<file path="src/rtl/mem_port_arbiter_pkg.sv">
// +----------------------------------------------------------------------+
// | mem_port_arbiter_pkg: shared state encodings and requester IDs        |
// | Revision: 1.0                                                         |
// +----------------------------------------------------------------------+
`default_nettype none

package mem_port_arbiter_pkg;

    typedef enum logic [1:0] {
        IDLE   = 2'd0,
        ACCESS = 2'd1,
        RESP   = 2'd2
    } state_t;

    localparam logic REQ_CPU = 1'b0;
    localparam logic REQ_AUX = 1'b1;

    // A disabled timeout still needs a legal, non-zero counter width.
    function automatic int wait_width(input int timeout);
        return (timeout > 0) ? $clog2(timeout + 1) : 1;
    endfunction

endpackage

`default_nettype wire

</file>
<file path="src/rtl/mem_port_arbiter_if.sv">
// +----------------------------------------------------------------------+
// | mem_port_arbiter_if: requester and memory-side signals of the arbiter |
// | Revision: 1.0                                                         |
// +----------------------------------------------------------------------+
`default_nettype none

interface mem_port_arbiter_if #(
    parameter int ADDR_WIDTH = 32,
    parameter int DATA_WIDTH = 32
);
    logic                  req0;
    logic                  req1;
    logic                  we0;
    logic                  we1;
    logic [ADDR_WIDTH-1:0] addr0;
    logic [ADDR_WIDTH-1:0] addr1;
    logic [DATA_WIDTH-1:0] wdata0;
    logic [DATA_WIDTH-1:0] wdata1;
    logic                  ack0;
    logic                  ack1;
    logic                  err0;
    logic                  err1;
    logic [DATA_WIDTH-1:0] rdata;
    logic                  stall0;
    logic                  mem_req;
    logic                  mem_we;
    logic [ADDR_WIDTH-1:0] mem_addr;
    logic [DATA_WIDTH-1:0] mem_wdata;
    logic                  mem_ready;
    logic [DATA_WIDTH-1:0] mem_rdata;

    // The arbiter is the bus master of the memory port.
    modport master (
        input  req0, req1, we0, we1, addr0, addr1, wdata0, wdata1,
        input  mem_ready, mem_rdata,
        output ack0, ack1, err0, err1, rdata, stall0,
        output mem_req, mem_we, mem_addr, mem_wdata
    );

    modport slave (
        output req0, req1, we0, we1, addr0, addr1, wdata0, wdata1,
        output mem_ready, mem_rdata,
        input  ack0, ack1, err0, err1, rdata, stall0,
        input  mem_req, mem_we, mem_addr, mem_wdata
    );

endinterface

`default_nettype wire

</file>
<file path="src/rtl/mem_port_arbiter_rr_arbiter2.sv">
// +----------------------------------------------------------------------+
// | rr_arbiter2: combinational two-way round-robin grant selection        |
// | Revision: 1.0                                                         |
// +----------------------------------------------------------------------+
`default_nettype none

module rr_arbiter2
    import mem_port_arbiter_pkg::*;
(
    input  logic [1:0] req_i,
    input  logic       last_i,
    input  logic       enable_i,
    output logic       grant_id_o,
    output logic       valid_o
);

    always_comb begin
        valid_o    = enable_i & (|req_i);
        grant_id_o = REQ_CPU;
        if (req_i == 2'b11) begin
            grant_id_o = ~last_i;
        end else if (req_i[1]) begin
            grant_id_o = REQ_AUX;
        end
    end

endmodule

`default_nettype wire

</file>
<file path="src/rtl/mem_port_arbiter.sv">
// +----------------------------------------------------------------------+
// | mem_port_arbiter: serialises two requesters onto one memory port     |
// | Revision: 1.0                                                         |
// +----------------------------------------------------------------------+
`default_nettype none

module mem_port_arbiter
    import mem_port_arbiter_pkg::*;
#(
    parameter int ADDR_WIDTH = 32,
    parameter int DATA_WIDTH = 32,
    parameter int TIMEOUT    = 16
) (
    input  logic              clk,
    input  logic              rst,
    mem_port_arbiter_if.master bus
);

    localparam int c_WAIT_W = wait_width(TIMEOUT);

    state_t                state_q;
    logic                  last_q;
    logic                  gnt_q;
    logic                  we_q;
    logic [ADDR_WIDTH-1:0] addr_q;
    logic [DATA_WIDTH-1:0] wdata_q;
    logic [DATA_WIDTH-1:0] rdata_q;
    logic                  mem_req_q;
    logic                  ack0_q;
    logic                  ack1_q;
    logic                  err0_q;
    logic                  err1_q;
    logic [c_WAIT_W-1:0]   wait_q;

    logic                  w_grant_id;
    logic                  w_grant_valid;
    logic                  w_timeout;

    rr_arbiter2 u_rr_arbiter2 (
        .req_i      ({bus.req1, bus.req0}),
        .last_i     (last_q),
        .enable_i   (state_q == IDLE),
        .grant_id_o (w_grant_id),
        .valid_o    (w_grant_valid)
    );

    generate
        if (TIMEOUT > 0) begin : g_timeout
            assign w_timeout = (wait_q == c_WAIT_W'(TIMEOUT - 1));
        end else begin : g_no_timeout
            assign w_timeout = 1'b0;
        end
    endgenerate

    always_ff @(posedge clk) begin
        if (rst) begin
            state_q   <= IDLE;
            last_q    <= REQ_AUX;
            gnt_q     <= REQ_CPU;
            we_q      <= 1'b0;
            addr_q    <= '0;
            wdata_q   <= '0;
            rdata_q   <= '0;
            mem_req_q <= 1'b0;
            ack0_q    <= 1'b0;
            ack1_q    <= 1'b0;
            err0_q    <= 1'b0;
            err1_q    <= 1'b0;
            wait_q    <= '0;
        end else begin
            ack0_q <= 1'b0;
            ack1_q <= 1'b0;
            err0_q <= 1'b0;
            err1_q <= 1'b0;
            case (state_q)
                IDLE: begin
                    if (w_grant_valid) begin
                        gnt_q     <= w_grant_id;
                        last_q    <= w_grant_id;
                        we_q      <= (w_grant_id == REQ_AUX) ? bus.we1    : bus.we0;
                        addr_q    <= (w_grant_id == REQ_AUX) ? bus.addr1  : bus.addr0;
                        wdata_q   <= (w_grant_id == REQ_AUX) ? bus.wdata1 : bus.wdata0;
                        mem_req_q <= 1'b1;
                        wait_q    <= '0;
                        state_q   <= ACCESS;
                    end
                end
                ACCESS: begin
                    // A ready on the last allowed cycle still counts as success.
                    if (bus.mem_ready) begin
                        if (!we_q) begin
                            rdata_q <= bus.mem_rdata;
                        end
                        mem_req_q <= 1'b0;
                        ack0_q    <= (gnt_q == REQ_CPU);
                        ack1_q    <= (gnt_q == REQ_AUX);
                        state_q   <= RESP;
                    end else if (w_timeout) begin
                        rdata_q   <= '0;
                        mem_req_q <= 1'b0;
                        ack0_q    <= (gnt_q == REQ_CPU);
                        ack1_q    <= (gnt_q == REQ_AUX);
                        err0_q    <= (gnt_q == REQ_CPU);
                        err1_q    <= (gnt_q == REQ_AUX);
                        state_q   <= RESP;
                    end else begin
                        wait_q <= wait_q + 1'b1;
                    end
                end
                RESP: begin
                    state_q <= IDLE;
                end
                default: begin
                    state_q   <= IDLE;
                    mem_req_q <= 1'b0;
                end
            endcase
        end
    end

    assign bus.ack0      = ack0_q;
    assign bus.ack1      = ack1_q;
    assign bus.err0      = err0_q;
    assign bus.err1      = err1_q;
    assign bus.rdata     = rdata_q;
    assign bus.stall0    = bus.req0 & ~ack0_q;
    assign bus.mem_req   = mem_req_q;
    assign bus.mem_we    = we_q;
    assign bus.mem_addr  = addr_q;
    assign bus.mem_wdata = wdata_q;

endmodule

`default_nettype wire

</file>
<file path="src/flat_wrapper.sv">
// flat-port wrapper written by rule: the top's interface ports become plain ports
module mem_port_arbiter_flat import mem_port_arbiter_pkg::*;
#(
    parameter int ADDR_WIDTH = 32,
    parameter int DATA_WIDTH = 32,
    parameter int TIMEOUT    = 16
)
  (clk, rst, bus_req0, bus_req1, bus_we0, bus_we1, bus_addr0, bus_addr1, bus_wdata0, bus_wdata1, bus_mem_ready, bus_mem_rdata, bus_ack0, bus_ack1, bus_err0, bus_err1, bus_rdata, bus_stall0, bus_mem_req, bus_mem_we, bus_mem_addr, bus_mem_wdata);
  mem_port_arbiter_if #(.ADDR_WIDTH(ADDR_WIDTH), .DATA_WIDTH(DATA_WIDTH)) bus_i ();
  input  logic clk;
  input  logic rst;
  input wire logic [$bits(bus_i.req0)-1:0] bus_req0;
  input wire logic [$bits(bus_i.req1)-1:0] bus_req1;
  input wire logic [$bits(bus_i.we0)-1:0] bus_we0;
  input wire logic [$bits(bus_i.we1)-1:0] bus_we1;
  input wire logic [$bits(bus_i.addr0)-1:0] bus_addr0;
  input wire logic [$bits(bus_i.addr1)-1:0] bus_addr1;
  input wire logic [$bits(bus_i.wdata0)-1:0] bus_wdata0;
  input wire logic [$bits(bus_i.wdata1)-1:0] bus_wdata1;
  input wire logic [$bits(bus_i.mem_ready)-1:0] bus_mem_ready;
  input wire logic [$bits(bus_i.mem_rdata)-1:0] bus_mem_rdata;
  output wire logic [$bits(bus_i.ack0)-1:0] bus_ack0;
  output wire logic [$bits(bus_i.ack1)-1:0] bus_ack1;
  output wire logic [$bits(bus_i.err0)-1:0] bus_err0;
  output wire logic [$bits(bus_i.err1)-1:0] bus_err1;
  output wire logic [$bits(bus_i.rdata)-1:0] bus_rdata;
  output wire logic [$bits(bus_i.stall0)-1:0] bus_stall0;
  output wire logic [$bits(bus_i.mem_req)-1:0] bus_mem_req;
  output wire logic [$bits(bus_i.mem_we)-1:0] bus_mem_we;
  output wire logic [$bits(bus_i.mem_addr)-1:0] bus_mem_addr;
  output wire logic [$bits(bus_i.mem_wdata)-1:0] bus_mem_wdata;
  assign bus_i.req0 = bus_req0;
  assign bus_i.req1 = bus_req1;
  assign bus_i.we0 = bus_we0;
  assign bus_i.we1 = bus_we1;
  assign bus_i.addr0 = bus_addr0;
  assign bus_i.addr1 = bus_addr1;
  assign bus_i.wdata0 = bus_wdata0;
  assign bus_i.wdata1 = bus_wdata1;
  assign bus_i.mem_ready = bus_mem_ready;
  assign bus_i.mem_rdata = bus_mem_rdata;
  assign bus_ack0 = bus_i.ack0;
  assign bus_ack1 = bus_i.ack1;
  assign bus_err0 = bus_i.err0;
  assign bus_err1 = bus_i.err1;
  assign bus_rdata = bus_i.rdata;
  assign bus_stall0 = bus_i.stall0;
  assign bus_mem_req = bus_i.mem_req;
  assign bus_mem_we = bus_i.mem_we;
  assign bus_mem_addr = bus_i.mem_addr;
  assign bus_mem_wdata = bus_i.mem_wdata;
  mem_port_arbiter #(.ADDR_WIDTH(ADDR_WIDTH), .DATA_WIDTH(DATA_WIDTH), .TIMEOUT(TIMEOUT)) u_core (.clk(clk), .rst(rst), .bus(bus_i));
endmodule
</file>
<file path="config.mk">
export PLATFORM = sky130hd
export DESIGN_NAME = mem_port_arbiter_flat
export DESIGN_NICKNAME = d
export VERILOG_FILES = /design/src/rtl/mem_port_arbiter_pkg.sv /design/src/rtl/mem_port_arbiter_if.sv /design/src/rtl/mem_port_arbiter_rr_arbiter2.sv /design/src/rtl/mem_port_arbiter.sv /design/src/flat_wrapper.sv
export SDC_FILE = /design/constraint.sdc
export NUM_CORES = 1
export LEC_CHECK = 0
export CORE_UTILIZATION = 42
export CTS_BUF_LIST = sky130_fd_sc_hd__clkbuf_16
export DETAILED_ROUTE_END_ITERATION = 10
export PLACE_DENSITY = 0.89
export SLEW_MARGIN = 40
export SYNTH_ARGS = -nofsm -noshare
export SYNTH_HDL_FRONTEND = slang
export SYNTH_SLANG_ARGS = --single-unit
</file>
<file path="constraint.sdc">
create_clock -name clk -period 5.1 [get_ports clk]
set_input_delay 0.765 -clock clk [delete_from_list [all_inputs] [get_ports clk]]
set_output_delay 0.765 -clock clk [all_outputs]
set_load 0.01 [all_outputs]
</file>
==> reports/results.txt, run 1 <==
Reg2reg path depth = 6
Final hold violation count = 0
Syn_nets = 744
Total CTS buffers = 9
Rel. slew slack = 43.91%
Pre-antenna DRT Iters = 4
Setup Total Neg Slack = 0 ns
Pwr Total = 2249 uW
Clk Latency, worst-skew pair = 0.35 ns
Power density cells = 286.9 nW/um^2
Register Area = 2222 um^2
Clock Sinks = 111
RePlAce Congestion = 0.8192
Total Routing Usage GR = 27.32%
Hpwl dp = 11.88 mm
Period utilization = 56.29%
Slowest CP cell = clkdlybuf4s50_1
First-pass GRT wire length = 25.06 mm
Critical path class = primary input to primary output
Multi-input gate area = 2332 um^2
Vias in the first global route = 5050
Worst-path cell chain = clkdlybuf4s50_1 -> nor2b_1 -> clkdlybuf4s50_1
Pin count of the biggest net entering global routing = 78
DRC = 0
Fin crit period = 2.871 ns
Stages on worst setup path = 3
Design Area, Final = 7841 um^2
Max IR drop VDD = 196.1 uV
Most frequent CP cell = clkdlybuf4s50_1
Synth Area per Inst = 8.286 um^2
Number of nets still failing antenna checks after routing = 0
Routed vias/inst = 5.503
# hold bufs at CTS = 0
Vias = 5244
WP buf/inv = 2
WL final = 16.54 mm
Hold path start = u_core.bus.mem_req$_SDFFE_PP0P_
CTS Buffer Depth = 2
Placement Rows = 38
Worst setup path startpoint = bus_req0
Hold Path Depth = 2
IO Count = 270
Chip height = 108.5 um
# setup viols final = 0
DR iter-0 viols = 334
Leak pwr = 0.002861 uW
Layout cells sized above 1 = 4.428%
RSZ-0062 raised after global routing = false
Critical Path End Type = primary output
Total grt overflow = 0
Worst Path Max Fanout = 6
Die area = 11770 um^2
Dpl cell area = 7552 um^2
Pre-CTS setup slack = 2.040 ns
DR WL/cell = 17.36 um
Clock-pin slew on the worst setup and hold paths = 0.07 ns
Max-slew violation count = 0
Number of buffer cells added on primary ports = 269
Flops & latches, synth = 111
Initial Utilization = 43.57%
Fmax = 348.3 MHz
H-tree level count = 3
Sequential fraction of the synthesis area = 46.64%
CTS tree = done
Diodes inserted = 0
R2R Path Start = u_core.wait_q[0]$_SDFFE_PP0P_
Clock root cell = clkbuf_16
Max Cap Viol = 0
Synthesized area = 4765 um^2
Yosys warns = 0
Status = finished, final reports clean
Max Clock Skew = 0.007845 ns
Placeable Area = 10940 um^2
Total of fill cells in the finished design = 797
Post-CTS sizing = 0
Worst Path Arrival = 2.11 ns
CP required = 4.34 ns
Post-CTS Repair Setup Buffers = 0
Antenna violations before repair = 0
Hold slack = 0.4571 ns
Critical Path Max Stage Delay = 0.61 ns
Cell variety after synth = 35
Die X-Extent = 108.5 um
Slew @ Worst Pin = 0.8413 ns
Delay-heaviest family, CP = buffers and inverters
Synth Instances = 575
Startpoint Class = primary input
HP Class = flip-flop to flip-flop
Area Growth Syn to Fin = 64.57%
Final worst-path setup slack = 2.229 ns
Final net count = 977
## report_power, final
part,total (uW),internal [uW],switching [uW]
registers,981,939,42.5
clock network,691,378,313
logic,577,315,263
## cell type report
type	instances	area share [%]
clock buffers	9	2.872
clock inverters	7	0.8138
inverters	2	0.1277
multi-input cells	404	29.74
flip-flops and latches	111	28.34
well taps	140	2.234
repair buffers	280	35.87
## path summary, 6_finish.rpt
check | slack, ns | endpoint
max | 2.23 | bus_stall0
min | 0.46 | u_core.bus.mem_req$_SDFFE_PP0P_
max reg2reg | 2.86 | u_core.wait_q[3]$_SDFFE_PP0P_
min reg2reg | 0.46 | u_core.bus.mem_req$_SDFFE_PP0P_
## layout by cell type (no fill, tap or decap), types with 3 or more instances in the layout
cell type,netlist,final
o21ai_0,4,4
a311oi_1,65,65
clkdlybuf4s50_1,0,268
nand2b_1,3,3
buf_8,0,3
mux2i_1,32,32
dfxtp_1,111,111
clkbuf_16,0,9
a21oi_1,70,69
nand2_1,166,166
buf_4,0,7
nand3_1,33,33
## registers in the layout, summed over array words and instances (netlist names)
signal                cells
u_core.bus.mem_wdata     32
u_core.bus.err1           1
u_core.bus.ack0           1
u_core.bus.err0           1
u_core.gnt_q              1
u_core.bus.mem_addr      32
u_core.last_q             1
u_core.bus.mem_we         1
u_core.bus.mem_req        1
u_core.bus.ack1           1
u_core.bus.rdata         32
u_core.wait_q             5
u_core.state_q            2
## worst min-delay path, cell delays in order, from the launching register on
cell     delay, ns
dfxtp_1       0.31
nand2_1       0.05
a21oi_1       0.05
## routing by layer
| layer | share of wire [%] | global-route usage [%] | routed length, um | vias to the layer above |
|---|---|---|---|---|
| li1 | - | - | - | 2527 |
| met1 | 38 | 30.55 | 6224 | 2428 |
| met2 | 48 | 47.02 | 8018 | 254 |
| met3 | 11 | 8.680 | 1762 | 35 |
| met4 | 3.3 | 12.64 | 539 | 0 |
| met5 | 0 | 0 | 0 | - |
## kinds of logic after synthesis
logic type      after synthesis  synth area share [%]
mux                          32                 6.723
fa+ha+maj                     2                0.5251
simple gates                221                 19.49
buf+inv                      60                 5.199
compound gates              149                 21.43
flops                       111                 46.64
## cell usage after synthesis (all sizes together)
cell type,instances,area (um^2)
nor4,2,12.51
a21boi,1,7.510
clkinv,1,3.750
or2,2,12.51
nor3,2,10.01
and2,1,6.260
nor2,4,15.01
a21bo,1,10.01
a21oi,70,350.3
or4b,1,13.76
nand2b,3,18.77
inv,1,3.750
clkbuf,41,153.9
or3b,2,17.52
o2111ai,2,17.52
a311oi,65,569.3
buf,17,86.33
a31oi,1,6.260
nor2b,1,6.260
or3,1,6.260
a41o,1,10.01
nand3,33,165.2
o31ai,2,15.01
o21ai,4,20.02
nand2,166,623.1
dfxtp,111,2222
nor4b,1,8.760
mux2i,32,320.3
a211oi,1,7.510
and3,2,12.51
ha,2,25.02
o211ai,1,7.510
## per-stage QoR
step / std cells / utilization (%)
2_1_floorplan: 575 / -
3_5_place_dp: 937 / 69.06
4_1_cts: 953 / 71.70
5_1_grt: 953 / 71.70
3_3_place_gp: 933 / 68.38
6_report: 953 / 71.70
(Power assumes the default switching activity.)
==> run 2, diff against run 1 <==
- CORE_UTILIZATION: 42 -> 35
- PLACE_DENSITY: 0.89 -> 0.79
- clock period: 5.1 -> 2.55 ns (I/O delays scaled with it)
==> run 2 against run 1 <==
Effect of this change: total power rose by 99%; global-route usage fell by 5.0 points; utilization fell by 12 points; combinational power rose by 99%; sequential share of layout area fell by 0.21 points; routed wire length fell by 5.2%; clock skew fell by 0.00082 ns; clock-buffer cell count did not move; flip-flop and latch count did not move; worst hold slack got worse by 0.0011 ns; setup slack got worse by 1.9 ns; critical path type is now flip-flop to flip-flop.
==> reports/results.txt, run 2 (synthesis gave the netlist of run 1 again) <==
Status = finished, final reports clean
Met3 usage = 6.371%
Hpwl dp = 10.80 mm
Most common cell after layout, fill and taps aside = clkdlybuf4s50_1
Final hold violation count = 0
WP buf/inv = 0
Worst Path Arrival = 2.50 ns
Layout cells sized above 1 = 4.534%
Final cell count without fillers = 992
Leak pwr = 0.002877 uW
CTS tree = done
Die X-Extent = 118.7 um
Reg2reg path depth = 6
Number of nets still failing antenna checks after routing = 0
Pwr Total = 4479 uW
Global route hottest layer = met2
Routed vias/inst = 5.156
Delay-heaviest family, CP = simple AND/OR/NAND/NOR gates
Critical Path Max Stage Delay = 0.57 ns
Setup Total Neg Slack = 0 ns
Area Growth Syn to Fin = 65.81%
Placement Rows = 42
Critical path class = flip-flop to flip-flop
RePlAce Congestion = 0.7700
DR iter-0 viols = 198
Fin crit period = 2.240 ns
WL final = 15.68 mm
Rel. slew slack = 57.95%
IO Count = 270
Fmax = 446.4 MHz
Initial Utilization = 35.98%
Clock root cell = clkbuf_16
Critical Path End Type = flip-flop
Antenna violations before repair = 0
Total CTS buffers = 9
RSZ-0062 raised after global routing = false
Clock-pin slew on the worst setup and hold paths = 0.07 ns
CTS Buffer Depth = 2
Slew @ Worst Pin = 0.6308 ns
# hold bufs at CTS = 0
Switching Share = 27.18%
Max Clock Skew = 0.007024 ns
Clock power share = 30.7%
Number of buffer cells added on primary ports = 269
Period utilization = 87.85%
Commonest cells after routing, fill and taps aside = clkdlybuf4s50_1 (268), nand2_1 (166), dfxtp_1 (111)
Vias in the first global route = 4868
Clk Latency, worst-skew pair = 0.35 ns
Placeable Area = 13240 um^2
Post-CTS sizing = 0
Worst-path cell chain = ha_1 -> and3_1 -> ha_1 -> or4b_4 -> or3_1 -> a211oi_1
Pre-antenna DRT Iters = 4
DRC = 0
Met2 GRT Util = 37.54%
Pint = 3262 uW
Clock Sinks = 111
Most frequent CP cell = ha_1
Stages on worst setup path = 6
CP required = 2.81 ns
Max IR drop VDD = 284.2 uV
Switching pwr = 1217 uW
Placed Cells = 977
Total grt overflow = 0
Die area = 14080 um^2
Hold slack = 0.4559 ns
Final net count = 981
Diodes inserted = 0
Comb power frac = 25.6%
# setup viols final = 0
Power density cells = 567.0 nW/um^2
Hold Path Depth = 2
Vias = 5115
Slowest CP cell = or4b_4
Max-slew violation count = 0
Pin count of the biggest net entering global routing = 70
Power share of the sequential group = 43.7%
DR WL/cell = 15.81 um
Worst Path Max Fanout = 11
Total Routing Usage GR = 22.35%
Met1 usage = 26.71%
First-pass GRT wire length = 25.03 mm
Max Cap Viol = 0
Post-CTS Repair Setup Buffers = 0
H-tree level count = 3
HP Class = flip-flop to flip-flop
Startpoint Class = flip-flop
Chip height = 118.7 um
-- run 2: cell types whose count changed in the layout (fill, tap and decap cells not counted), sizes merged --
| cell | change |
|---|---|
| inv | -1 |
| buf | +4 |
| clkinv | +1 |
| clkinvlp | -1 |
-- run 2: path summary, 6_finish.rpt --
| kind | slack, ns | from | to |
|---|---|---|---|
| max | 0.31 | u_core.wait_q[0]$_SDFFE_PP0P_ | u_core.wait_q[3]$_SDFFE_PP0P_ |
| min reg2reg | 0.46 | u_core.bus.rdata[2]$_SDFFE_PP0P_ | u_core.bus.rdata[2]$_SDFFE_PP0P_ |
| max reg2reg | 0.31 | u_core.wait_q[0]$_SDFFE_PP0P_ | u_core.wait_q[3]$_SDFFE_PP0P_ |
| min | 0.46 | u_core.bus.rdata[2]$_SDFFE_PP0P_ | u_core.bus.rdata[2]$_SDFFE_PP0P_ |
-- run 2: stage by stage --
stage,util (%),worst slack [ns],cell area (um^2)
after floorplan,-,0.4350,4765
after global placement,57.54,0.3892,7620
after global routing,59.66,0.2120,7900
final,59.66,0.3099,7900
after detailed placement,57.54,0.3485,7620
after CTS,59.66,0.3189,7900
-- run 2: power by group through the flow --
| stage | sequential, uW | combinational (uW) | clock [uW] |
|---|---|---|---|
| after floorplan | 2050 | 424 | 0 |
| after global placement | 1990 | 1150 | 0 |
| after detailed placement | 2000 | 1150 | 0 |
| after CTS | 1960 | 1160 | 1420 |
| after global routing | 1970 | 1240 | 1490 |
| final | 1960 | 1150 | 1370 |
-- run 2: cell type report --
cell class | instances | area [um^2]
clock buffers | 9 | 225.2
flip-flops and latches | 111 | 2222
fillers | 1239 | 5343
repair buffers | 284 | 2838
well taps | 176 | 220.2
inverters | 2 | 7.507
clock inverters | 6 | 55.05
multi-input cells | 404 | 2332
-- run 2: metal layers --
metal	part of all wire, %	routed length [um]	up-vias
met2	47	7422	209
li1	-	-	2531
met4	2.1	329	0
met5	0	0	-
met3	8.0	1247	19
met1	43	6680	2356
-- run 2: worst register-to-register path: cells and delay by family, from the launching register on --
family | cells | cell delay, ns
AO/OA/AOI/OAI | 1 | 0.23
adder cells (fa/ha/maj) | 2 | 0.45
flip-flops | 1 | 0.34
AND/OR/NAND/NOR | 3 | 1.13
